File: config.mk
export PLATFORM = sky130hd
export DESIGN_NAME = fetch_stage
export DESIGN_NICKNAME = d
export VERILOG_FILES = /design/src/rtl/riscv_pkg.sv /design/src/rtl/fetch_buffer.sv /design/src/rtl/fetch_stage.sv
export SDC_FILE = /design/constraint.sdc
export NUM_CORES = 1
export LEC_CHECK = 0
export BUFFER_PORTS_ARGS = -buffer_cell sky130_fd_sc_hd__clkbuf_2
export CAP_MARGIN = 15
export CORE_MARGIN = 4
export CORE_UTILIZATION = 57
export CTS_CLUSTER_SIZE = 30
export DETAILED_ROUTE_END_ITERATION = 8
export PLACE_DENSITY = 0.81
export SLEW_MARGIN = 20
export SYNTH_ARGS = -nofsm -noshare
export SYNTH_HDL_FRONTEND = slang
export SYNTH_SLANG_ARGS = --single-unit
File: constraint.sdc
create_clock -name clk -period 8.19 [get_ports clk]
set_input_delay 0.4095 -clock clk [delete_from_list [all_inputs] [get_ports clk]]
set_output_delay 0.4095 -clock clk [all_outputs]
set_load 0.05 [all_outputs]
File: src/rtl/riscv_pkg.sv
// Shared RV32I pipeline definitions: data width, bubble encoding and the
// fetch-stage state encoding.
package riscv_pkg;

    localparam int XLEN = 32;

    localparam logic [XLEN-1:0] NOP_INSTR = 32'h0000_0013;
    localparam logic [XLEN-1:0] PC_STEP   = 32'd4;

    typedef enum logic [1:0] {
        WAIT = 2'd0,
        KILL = 2'd1,
        HOLD = 2'd2
    } fetch_state_t;

    function automatic logic [XLEN-1:0] align_word(input logic [XLEN-1:0] addr);
        return {addr[XLEN-1:2], 2'b00};
    endfunction

endpackage

File: src/rtl/fetch_buffer.sv
// One-entry holding register for an instruction returned while the pipeline
// is stalled; load wins over drop when both are requested.
module fetch_buffer
    import riscv_pkg::*;
(
    input  logic            clk,
    input  logic            srst,
    input  logic            i_load,
    input  logic            i_drop,
    input  logic [XLEN-1:0] i_instr,
    input  logic [XLEN-1:0] i_pc,
    output logic            o_valid,
    output logic [XLEN-1:0] o_instr,
    output logic [XLEN-1:0] o_pc
);

    logic            r_valid;
    logic [XLEN-1:0] r_instr;
    logic [XLEN-1:0] r_pc;

    always_ff @(posedge clk or posedge srst) begin
        if (srst) begin
            r_valid <= 1'b0;
            r_instr <= NOP_INSTR;
            r_pc    <= '0;
        end else if (i_load) begin
            r_valid <= 1'b1;
            r_instr <= i_instr;
            r_pc    <= i_pc;
        end else if (i_drop) begin
            r_valid <= 1'b0;
        end
    end

    assign o_valid = r_valid;
    assign o_instr = r_instr;
    assign o_pc    = r_pc;

endmodule

File: src/rtl/fetch_stage.sv
// RV32I instruction fetch: owns the PC, runs a single-outstanding req/ack
// fetch to instruction memory and drives the fetch/decode pipeline register.
module fetch_stage
    import riscv_pkg::*;
#(
    parameter logic [XLEN-1:0] RESET_PC = 32'h0000_0000
) (
    input  logic            clk,
    input  logic            srst,
    input  logic            stall_f,
    input  logic            stall_d,
    input  logic            flush_d,
    input  logic            pc_src_e,
    input  logic [XLEN-1:0] pc_target_e,
    output logic            imem_req,
    output logic [XLEN-1:0] imem_addr,
    input  logic            imem_ack,
    input  logic [XLEN-1:0] imem_rdata,
    output logic [XLEN-1:0] instr_d,
    output logic [XLEN-1:0] pc_d,
    output logic [XLEN-1:0] pc_plus4_d
);

    fetch_state_t    r_state;
    fetch_state_t    w_state_next;
    logic [XLEN-1:0] r_pc_f;
    logic [XLEN-1:0] w_pc_f_next;
    logic [XLEN-1:0] r_req_addr;
    logic [XLEN-1:0] w_req_addr_next;

    logic [XLEN-1:0] r_instr_d;
    logic [XLEN-1:0] r_pc_d;
    logic [XLEN-1:0] r_pc_plus4_d;
    logic [XLEN-1:0] w_instr_d_next;
    logic [XLEN-1:0] w_pc_d_next;
    logic [XLEN-1:0] w_pc_plus4_d_next;

    logic            w_hold;
    logic [XLEN-1:0] w_target;
    logic [XLEN-1:0] w_req_plus4;
    logic            w_buf_load;
    logic            w_buf_drop;
    logic            w_buf_valid;
    logic [XLEN-1:0] w_buf_instr;
    logic [XLEN-1:0] w_buf_pc;
    logic [XLEN-1:0] w_buf_pc_plus4;

    assign w_hold         = stall_f | stall_d;
    assign w_target       = align_word(pc_target_e);
    assign w_req_plus4    = r_req_addr + PC_STEP;
    assign w_buf_pc_plus4 = w_buf_pc + PC_STEP;

    // The reset is asynchronous, so the request is gated directly by srst.
    assign imem_req   = ~srst & (r_state != HOLD);
    assign imem_addr  = r_req_addr;
    assign instr_d    = r_instr_d;
    assign pc_d       = r_pc_d;
    assign pc_plus4_d = r_pc_plus4_d;

    fetch_buffer u_fetch_buffer (
        .clk     (clk),
        .srst    (srst),
        .i_load  (w_buf_load),
        .i_drop  (w_buf_drop),
        .i_instr (imem_rdata),
        .i_pc    (r_req_addr),
        .o_valid (w_buf_valid),
        .o_instr (w_buf_instr),
        .o_pc    (w_buf_pc)
    );

    always_comb begin
        w_state_next      = r_state;
        w_pc_f_next       = r_pc_f;
        w_req_addr_next   = r_req_addr;
        w_buf_load        = 1'b0;
        w_buf_drop        = 1'b0;
        w_instr_d_next    = r_instr_d;
        w_pc_d_next       = r_pc_d;
        w_pc_plus4_d_next = r_pc_plus4_d;

        case (r_state)
            WAIT: begin
                if (pc_src_e) begin
                    w_pc_f_next = w_target;
                    if (imem_ack) begin
                        w_req_addr_next = w_target;
                    end else begin
                        w_state_next = KILL;
                    end
                end else if (imem_ack) begin
                    w_pc_f_next = w_req_plus4;
                    if (w_hold) begin
                        w_buf_load   = 1'b1;
                        w_state_next = HOLD;
                    end else begin
                        w_req_addr_next   = w_req_plus4;
                        w_instr_d_next    = imem_rdata;
                        w_pc_d_next       = r_req_addr;
                        w_pc_plus4_d_next = w_req_plus4;
                    end
                end else if (!w_hold) begin
                    w_instr_d_next    = NOP_INSTR;
                    w_pc_d_next       = '0;
                    w_pc_plus4_d_next = '0;
                end
            end
            HOLD: begin
                if (pc_src_e) begin
                    w_pc_f_next     = w_target;
                    w_req_addr_next = w_target;
                    w_buf_drop      = 1'b1;
                    w_state_next    = WAIT;
                end else if (!w_hold) begin
                    w_req_addr_next = r_pc_f;
                    w_buf_drop      = 1'b1;
                    w_state_next    = WAIT;
                    if (w_buf_valid) begin
                        w_instr_d_next    = w_buf_instr;
                        w_pc_d_next       = w_buf_pc;
                        w_pc_plus4_d_next = w_buf_pc_plus4;
                    end else begin
                        w_instr_d_next    = NOP_INSTR;
                        w_pc_d_next       = '0;
                        w_pc_plus4_d_next = '0;
                    end
                end
            end
            KILL: begin
                // The address of the squashed request stays on the bus until it is acked.
                if (pc_src_e) begin
                    w_pc_f_next = w_target;
                    if (imem_ack) begin
                        w_req_addr_next = w_target;
                        w_state_next    = WAIT;
                    end
                end else begin
                    if (imem_ack) begin
                        w_req_addr_next = r_pc_f;
                        w_state_next    = WAIT;
                    end
                    if (!w_hold) begin
                        w_instr_d_next    = NOP_INSTR;
                        w_pc_d_next       = '0;
                        w_pc_plus4_d_next = '0;
                    end
                end
            end
            default: begin
                w_state_next = WAIT;
            end
        endcase

        if (pc_src_e || flush_d) begin
            w_instr_d_next    = NOP_INSTR;
            w_pc_d_next       = '0;
            w_pc_plus4_d_next = '0;
        end
    end

    always_ff @(posedge clk or posedge srst) begin
        if (srst) begin
            r_state      <= WAIT;
            r_pc_f       <= RESET_PC;
            r_req_addr   <= RESET_PC;
            r_instr_d    <= NOP_INSTR;
            r_pc_d       <= '0;
            r_pc_plus4_d <= '0;
        end else begin
            r_state      <= w_state_next;
            r_pc_f       <= w_pc_f_next;
            r_req_addr   <= w_req_addr_next;
            r_instr_d    <= w_instr_d_next;
            r_pc_d       <= w_pc_d_next;
            r_pc_plus4_d <= w_pc_plus4_d_next;
        end
    end

endmodule

==> results of run 1 <==
synth_stat cells, types with 6 or more instances:
| master | count | area (sq um) |
|---|---|---|
| sky130_fd_sc_hd__mux2_2 | 61 | 686.9 |
| sky130_fd_sc_hd__a21oi_1 | 52 | 260.3 |
| sky130_fd_sc_hd__o22ai_1 | 15 | 93.84 |
| sky130_fd_sc_hd__and4_1 | 7 | 61.31 |
| sky130_fd_sc_hd__clkbuf_1 | 86 | 322.8 |
| sky130_fd_sc_hd__dfrtp_1 | 221 | 5530 |
| sky130_fd_sc_hd__nor3_1 | 18 | 90.09 |
| sky130_fd_sc_hd__and2_1 | 10 | 62.56 |
| sky130_fd_sc_hd__inv_1 | 21 | 78.83 |
| sky130_fd_sc_hd__buf_1 | 11 | 41.29 |
| sky130_fd_sc_hd__o31ai_1 | 10 | 75.07 |
| sky130_fd_sc_hd__buf_2 | 11 | 55.05 |
| sky130_fd_sc_hd__dfstp_2 | 6 | 157.7 |
| sky130_fd_sc_hd__a221o_1 | 6 | 60.06 |
| sky130_fd_sc_hd__a22o_1 | 16 | 140.1 |
| sky130_fd_sc_hd__o21ai_0 | 137 | 685.7 |
| sky130_fd_sc_hd__nor2_1 | 56 | 210.2 |
| sky130_fd_sc_hd__a21o_1 | 8 | 60.06 |
| sky130_fd_sc_hd__nand2_1 | 176 | 660.6 |
| sky130_fd_sc_hd__a221oi_1 | 20 | 175.2 |
| sky130_fd_sc_hd__nand4_1 | 17 | 106.4 |
| sky130_fd_sc_hd__and3_1 | 16 | 100.1 |
| sky130_fd_sc_hd__a222oi_1 | 18 | 180.2 |
| sky130_fd_sc_hd__mux2i_1 | 24 | 240.2 |
| sky130_fd_sc_hd__xor2_1 | 13 | 113.9 |
| sky130_fd_sc_hd__xnor2_1 | 34 | 297.8 |
| sky130_fd_sc_hd__nand3_1 | 34 | 170.2 |
| sky130_fd_sc_hd__ha_1 | 6 | 75.07 |
| sky130_fd_sc_hd__nor4_1 | 11 | 68.82 |
| sky130_fd_sc_hd__a22oi_1 | 65 | 488.0 |
| sky130_fd_sc_hd__a31oi_1 | 14 | 87.58 |
per-stage QoR:
stage                     setup slack, ps  cell area [sq um]
after floorplan                      1571              11990
after detailed placement             4327              13090
after CTS                            4269              13950
final                                4215              13950
after global routing                 3955              13950
after global placement               4383              13090
power by group:
part           internal, mW  switching, mW  total (mW)
registers              1.48          0.432        1.91
logic                 0.711           1.56        2.27
clock network         0.730          0.447        1.18
total                  2.92           2.44        5.36
cells by family (layout without fill, tap and decap cells):
family | count (synthesis) | after routing
simple gates | 365 | 365
compound gates | 405 | 405
flops | 227 | 227
buf+inv | 132 | 280
mux | 85 | 85
fa+ha+maj | 6 | 6
xor+xnor | 48 | 48
layer usage:
layer | vias up | GRT usage, %
met5 | - | 0
met4 | 0 | 13.03
met3 | 107 | 4.976
met2 | 667 | 49.45
met1 | 5440 | 42.72
li1 | 4940 | -
area by class of cell:
type                            instances  area share (%)
Tap cell                              270           2.421
Inverter                               21          0.6187
Sequential cell                       227           40.76
Clock inverter                          8           1.022
Multi-Input combinational cell        909           42.00
Timing Repair Buffer                  215           8.034
Clock buffer                           36           5.138
worst min path at each step:
stage / to / slack (ps) / from
final: instr_d[11] / 10 / srst
after floorplan: r_pc_f[20] / 450 / r_pc_f[20]
after global placement: r_pc_f[21] / 460 / r_pc_f[21]
after detailed placement: pc_d[1] / 460 / pc_d[1]
after global routing: instr_d[11] / 60 / srst
after CTS: u_fetch_buffer.o_instr[14] / 40 / srst
sequential cells by signal (all words and copies together) (netlist names):
name,flops
pc_plus4_d,32
u_fetch_buffer.o_valid,1
instr_d,32
r_pc_f,32
u_fetch_buffer.o_instr,32
imem_addr,32
r_state,2
u_fetch_buffer.o_pc,32
pc_d,32
critical path, stage by stage, from the launching register on:
cell and delay, ps:
sky130_fd_sc_hd__dfrtp_1 430, sky130_fd_sc_hd__inv_1 100, sky130_fd_sc_hd__ha_1 280, sky130_fd_sc_hd__buf_4 470, sky130_fd_sc_hd__or2_2 890, sky130_fd_sc_hd__o221ai_4 250, sky130_fd_sc_hd__buf_4 440, sky130_fd_sc_hd__o21ai_0 650
sky130_fd_sc_hd__a22oi_1 170, sky130_fd_sc_hd__a21oi_1 190
==> results, run 1 <==
- In this run the critical register-to-register path is launched from r_state[1].
- The library cell used most frequently in the layout, excluding fill and tap cells, is sky130_fd_sc_hd__dfrtp_1.
- STA classifies the critical path endpoint as a register.
- The top-level I/O count is 200.
- The routed design uses 17930 um of met2 wire.
- The cell chosen for the clock root is sky130_fd_sc_hd__clkbuf_16.
- The number of distinct library cells after synthesis is 63.
- The net count after synthesis is 1345.
- Of the available clock period, the critical path in the final layout requires 48.54%.
- The quantity of gates resized following cts is 0.
- Including well taps, the total number of placed cells is 1642.
- For this design the ratio of total power to cell area is 384.1 mW/mm^2.
- The multi-input combinational cell area is 0.005861 sq mm.
- The floorplan step defined a die boundary enclosing 0.02342 sq mm.
- The number of instances in the synthesized netlist is 1268.
- Row generation in the floorplan step produced 52 rows.
- In this run the deepest clock path goes through 3 buffers.
- Across all hold checks on the routed design, the worst slack comes to 11.67 ps.
- The worst min-delay path class is primary input to asynchronous set/reset pin.
- The termination of the worst setup path is pc_plus4_d[29].
- The height of the die is 153.0 um.
- The met3 layer wire length in the routed design is 3392 um.
- Global routing consumed, over all layers together, 31.09% of the routing resources.
- VDD sags by at most 0.2395 mV.
- Synthesis inferred 227 register bits.
- The count of hold-fix buffers inserted at cts is 0.
- For this configuration, the core starts out at a cell density of 58.51%.
- The run finished with clean final reports.
- The sequential cell area is 0.005688 sq mm.
- The multiplexer share of the synthesized area is 7.732%.
- The relative slew slack is 27.13%.
- The sequential-to-total area share from yosys stat is 47.43%.
- The clock input transition at the sequential cells of the worst setup and hold paths is 60 ps.
- The required arrival time at the worst endpoint is 8630 ps.
- The via-per-instance ratio is 6.616.
- The area growth from synthesis to layout is 16.36%.
- The number of global-route vias before repair came to 10800.
- The first global-routing pass estimated 59550 um of wire.
- The capture point of the worst reg-to-reg path is pc_plus4_d[29].
- The core area is 0.02049 sq mm.
- The critical path startpoint category is a register.
- Summed over all layers, the routed wires come to 37490 um.
- After synthesis the cells add up to 0.01199 sq mm.
- The post-CTS setup buffer count is 0.
- In this run the remaining antenna-violating nets after routing total 0.
- For flop-to-flop paths, the worst setup slack is 4210 ps.
- Summed over all failing endpoints, the final setup total negative slack is 0 ps.
- Entering global routing, the biggest net connects 96 pins.
- The upper clock frequency limit is 251.6 MHz.
- The clock arrives with 14.12 ps of skew.
- Counting every sink on the clock net gives 227.
- The detailed-router iteration count before antenna repair is 7.
- The post-route met1 wirelength is 14490 um.
- The design draws 5.360 mW.
- The final-stage net count is 1475.
- After Yosys synthesis, full adders, half adders and majority gates account for 0.6260% of the synthesized area.
- After layout, the minimum clock period comes to 3975 ps.
- The tool flagged a number of max-cap violations equal to 0.
- The highest routed metal layer is met4.
- The initial antenna violation count is 0.
- Cells with a size suffix above 1 make up 24.08% of the layout.
- The sum of net half-perimeters after detailed placement is 25110 um.
- The Yosys warning count is 0.
- In this run the number of H-tree levels came out at 1.
- The combinational family with the most area after synthesis is compound AO/OA/AOI/OAI gates.
- The synthesized netlist devotes 14.07% of its cell area to simple gates.
- Buffers inserted during clock tree synthesis total 24.
- The startpoint of the worst setup timing path is r_state[1].
- At the end of routability-driven placement, the weighted congestion stood at 0.9635.
- The post-detailed-route wirelength per cell is 22.23 um.
- For this run, design rule violations remaining after detail routing come to 0.
- The number of antenna diodes in the final layout is 0.
- The worst setup path is of the register to register kind.
- The proportion of register bits with asynchronous set or reset after synthesis is 100.0%.
- The final global-route overflow total is 0.
- Across all layers, the routed design uses 11150 vias.
- Summing the areas of all compound-gate instances in the mapped netlist gives 22.26% of the synthesized area.
- For this block, the initial DRC count from the detailed router was 1485.
- Counting the fill cells in the layout gives 1606.
- The die is 153.0 um wide.
- The primary flip-flop cell chosen by synthesis mapping is sky130_fd_sc_hd__dfrtp_1.
- STA puts the critical path data arrival time at 4420 ps.
- The worst reg-to-reg path cell count is 9.
- The quantity of I/O buffers inserted on ports is 197.
- The library cells used most frequently in the layout, excluding fill and tap cells, are sky130_fd_sc_hd__dfrtp_1 (221), sky130_fd_sc_hd__clkbuf_2 (197), sky130_fd_sc_hd__nand2_1 (176).
- The maximum fanout along the worst path is 78.
- Setup violations remaining at the end of the flow were counted as 0.
- The max-slew violation count is 0.
- The count of endpoints failing hold in the final timing report was 0.
- The insertion delay to the later sink of the worst-skew pair is 520 ps.
- The leakage component of the power is 6.139 nW.
- The non-filler instance count after layout is 1686.
- The area share of xor/xnor cells in the synthesized design is 3.568%.
- The final core utilization is 68.08%.
- For the pin with the worst max-slew slack, the measured transition is 1093 ps.
- The number of enable flip-flop cells after synthesis is 0.
- Dividing the synthesized area by the synthesized cell count gives 9.457 sq um.
- Setup repair after global routing left no endpoint under its margin.
- The clock tree from TritonCTS is yes.
No activity file was read; power rests on OpenSTA's default activity.
==> inputs of run 2 (changes only) <==
CORE_UTILIZATION = 52   (was 57)
PLACE_DENSITY = 0.78   (was 0.81)
clock period = 3.49 ns   (was 8.19 ns; I/O delays follow)
==> run 2 against run 1 <==
Net effect: sequential share of layout area is 2.0 points lower; power is 130% higher; critical path depth is 1 lower; largest power group unchanged.
==> results, run 2 (synthesis gave the netlist of run 1 again) <==
- The height of the die is 159.9 um (+4.4%).
- The last weighted congestion value of the routability-driven placer is 0.9591 (-0.46%).
- The ratio of cells with drive above 1 in the final layout came to 23.90% (-0.19 points).
- The maximum fanout along the worst path is 15 (-81%).
- The antenna diode count is 0 (unchanged).
- The core area came to 0.02264 sq mm (+10%).
- The number of filler instances in the final layout was 1838 (+14%).
- The top-level I/O count is 200 (unchanged).
- The clock sink count came to 227 (unchanged).
- The element type at the critical path end is a register.
- The insertion delay to the later sink of the worst-skew pair is 520 ps (about the same).
- The multi-input combinational cell area is 0.005861 sq mm (unchanged).
- The final-stage net count is 1557 (+5.6%).
- The power density over cell area is 854.1 mW/mm^2 (+120%).
- The clock tree from TritonCTS is yes.
- The area growth from synthesis to layout is 22.33%.
- The leakage component of the power is 6.455 nW (+5.1%).
- The worst min-delay path class is primary input to register.
- The flop-to-flop setup slack is 440 ps (-3780 ps).
- The quantity of I/O buffers inserted on ports was 197 (unchanged).
- The cell chosen for the clock root is sky130_fd_sc_hd__clkbuf_16.
- The number of global-route vias before repair was 11250 (+4.2%).
- The post-CTS setup buffer count is 0 (unchanged).
- The post-route antenna net violation count was 0 (unchanged).
- The clock input transition at the sequential cells of the worst setup and hold paths is 60 ps (about the same).
- The max-slew violation count was 0 (unchanged).
- The worst setup path is of the register to register kind.
- The total negative slack for setup checks is 0 ps (unchanged).
- The die outline area is 0.02555 sq mm (+9.1%).
- The count of endpoints failing hold in the final timing report is 0 (unchanged).
- The quantity of gates resized following cts is 0 (unchanged).
- The starting density of the core is 52.96% (-5.5 points).
- The detailed-router iteration count before antenna repair is 5 (-2).
- The via-per-instance ratio is 6.386 (-3.5%).
- The count of maximum capacitance violations is 0 (unchanged).
- The CTS buffer count is 25 (+4.2%).
- Leaving out fill and tap cells, the most frequent cell in the layout is sky130_fd_sc_hd__dfrtp_1.
- The count of routing violations after the opening detailed-route iteration is 1353 (-8.9%).
- The sum of net half-perimeters after detailed placement came to 26510 um (+5.6%).
- The initial antenna violation count was 0 (unchanged).
- The wire length after detailed routing came to 39380 um (+5.1%).
- The post-detailed-route wirelength per cell is 22.14 um (-0.43%).
- The share of the clock period used by the worst path is 87.40% (+39 points).
- The via total after detailed routing is 11360 (+1.8%).
- The run finished with clean final reports.
- The number of remaining DRC errors was 0 (unchanged).
- The largest buffer count on any clock path is 3 (unchanged).
- The overall fraction of global-route tracks in use is 29.73% (-1.4 points).
- The row count is 55 (+5.8%).
- The required arrival time at the worst endpoint is 3890 ps (-4740 ps).
- The worst hold slack was 6.030 ps (-5.642 ps).
- The arrival time of data at the critical path endpoint came to 3450 ps (-970 ps).
- The first-pass GRT wire length is 61580 um (+3.4%).
- The number of setup violations in the final report is 0 (unchanged).
- The relative slew slack is 30.07% (+2.9 points).
- The final worst clock skew was 9.339 ps (-4.786 ps).
- The final global-route overflow total is 0 (unchanged).
- The maximum number of pins on one net before global-route repair was 69 (-28%).
- The die span in x was 159.9 um (+4.4%).
- The upper clock frequency limit is 327.8 MHz (+30%).
- The critical path startpoint category is a register.
- Leaving out fill and tap cells, the most frequent cells in the layout are sky130_fd_sc_hd__dfrtp_1 (221), sky130_fd_sc_hd__clkbuf_2 (197), sky130_fd_sc_hd__nand2_1 (176).
- The total power after layout came to 12.53 mW (+130%).
- The worst-case vdd ir drop is 0.5879 mV (+150%).
- Setup repair after global routing left no endpoint under its margin.
- The count of hold-fix buffers inserted at cts came to 58 (+58).
- The count of H-tree levels built during CTS came to 1 (unchanged).
- The actual slew at the worst max-slew pin was 1049 ps (-44.17 ps).
- The sequential cell area is 0.005688 sq mm (unchanged).
- The clock period minus worst slack is 3050 ps (-924.9 ps).
[run 2: cell types whose count changed in the layout (fill, tap and decap cells not counted)]
cell / before / now
sky130_fd_sc_hd__buf_12: 0 / 5
sky130_fd_sc_hd__clkinv_2: 3 / 2
sky130_fd_sc_hd__buf_4: 18 / 36
sky130_fd_sc_hd__clkbuf_8: 5 / 3
sky130_fd_sc_hd__inv_8: 1 / 0
sky130_fd_sc_hd__clkbuf_1: 6 / 10
sky130_fd_sc_hd__bufinv_16: 4 / 1
sky130_fd_sc_hd__dlygate4sd3_1: 0 / 58
[run 2: metrics by stage]
| stage | cell area [sq um] | std cells | setup WS (ps) | utilization, % |
|---|---|---|---|---|
| floorplan | 12000 | 1268 | 354.4 | - |
| global placement | 13340 | 1680 | 581.0 | 58.94 |
| detailed placement | 13340 | 1680 | 535.5 | 58.94 |
| CTS | 14670 | 1779 | 526.8 | 64.79 |
| global route | 14670 | 1779 | 245.1 | 64.79 |
| finish | 14670 | 1779 | 439.8 | 64.79 |
[run 2: report_power, final]
part / switching [mW] / total [mW] / internal [mW]
Combinational: 3.72 / 5.56 / 1.84
Sequential: 1.01 / 4.49 / 3.47
Clock: 1.03 / 2.48 / 1.45
[run 2: worst paths after layout]
path                                      start                          to  depth (start not counted)
worst max-delay path                 r_state[1]               imem_addr[26]                          8
worst max register to register       r_state[1]               imem_addr[26]                          8
max in group asynchronous                  srst               imem_addr[12]                          4
worst min-delay path            pc_target_e[14]                  r_pc_f[14]                          3
worst min register to register      instr_d[21]                 instr_d[21]                          2
min in group asynchronous                  srst  u_fetch_buffer.o_instr[15]                          3
[run 2: cell type report]
type,count,area share (%)
flip-flops and latches,227,38.78
repair buffers,296,13.20
multi-input cells,909,39.95
clock inverters,3,0.2729
clock buffers,38,4.802
well taps,285,2.431
inverters,21,0.5629
[run 2: critical path, cell delays in order, from the launching register on]
cell	delay (ps)
sky130_fd_sc_hd__dfrtp_1	410
sky130_fd_sc_hd__inv_1	110
sky130_fd_sc_hd__ha_1	640
sky130_fd_sc_hd__nor2b_1	280
sky130_fd_sc_hd__o21ai_0	140
sky130_fd_sc_hd__and2_1	460
sky130_fd_sc_hd__a222oi_1	500
sky130_fd_sc_hd__o41ai_1	140
sky130_fd_sc_hd__a22o_1	250
[run 2: routing by layer]
metal	share of wire, %	track usage, %	up-vias
met5	0	0	-
met4	5.5	14.35	0
met3	8.4	5.471	153
met2	47	48.57	610
met1	39	38.47	5504
li1	-	-	5093
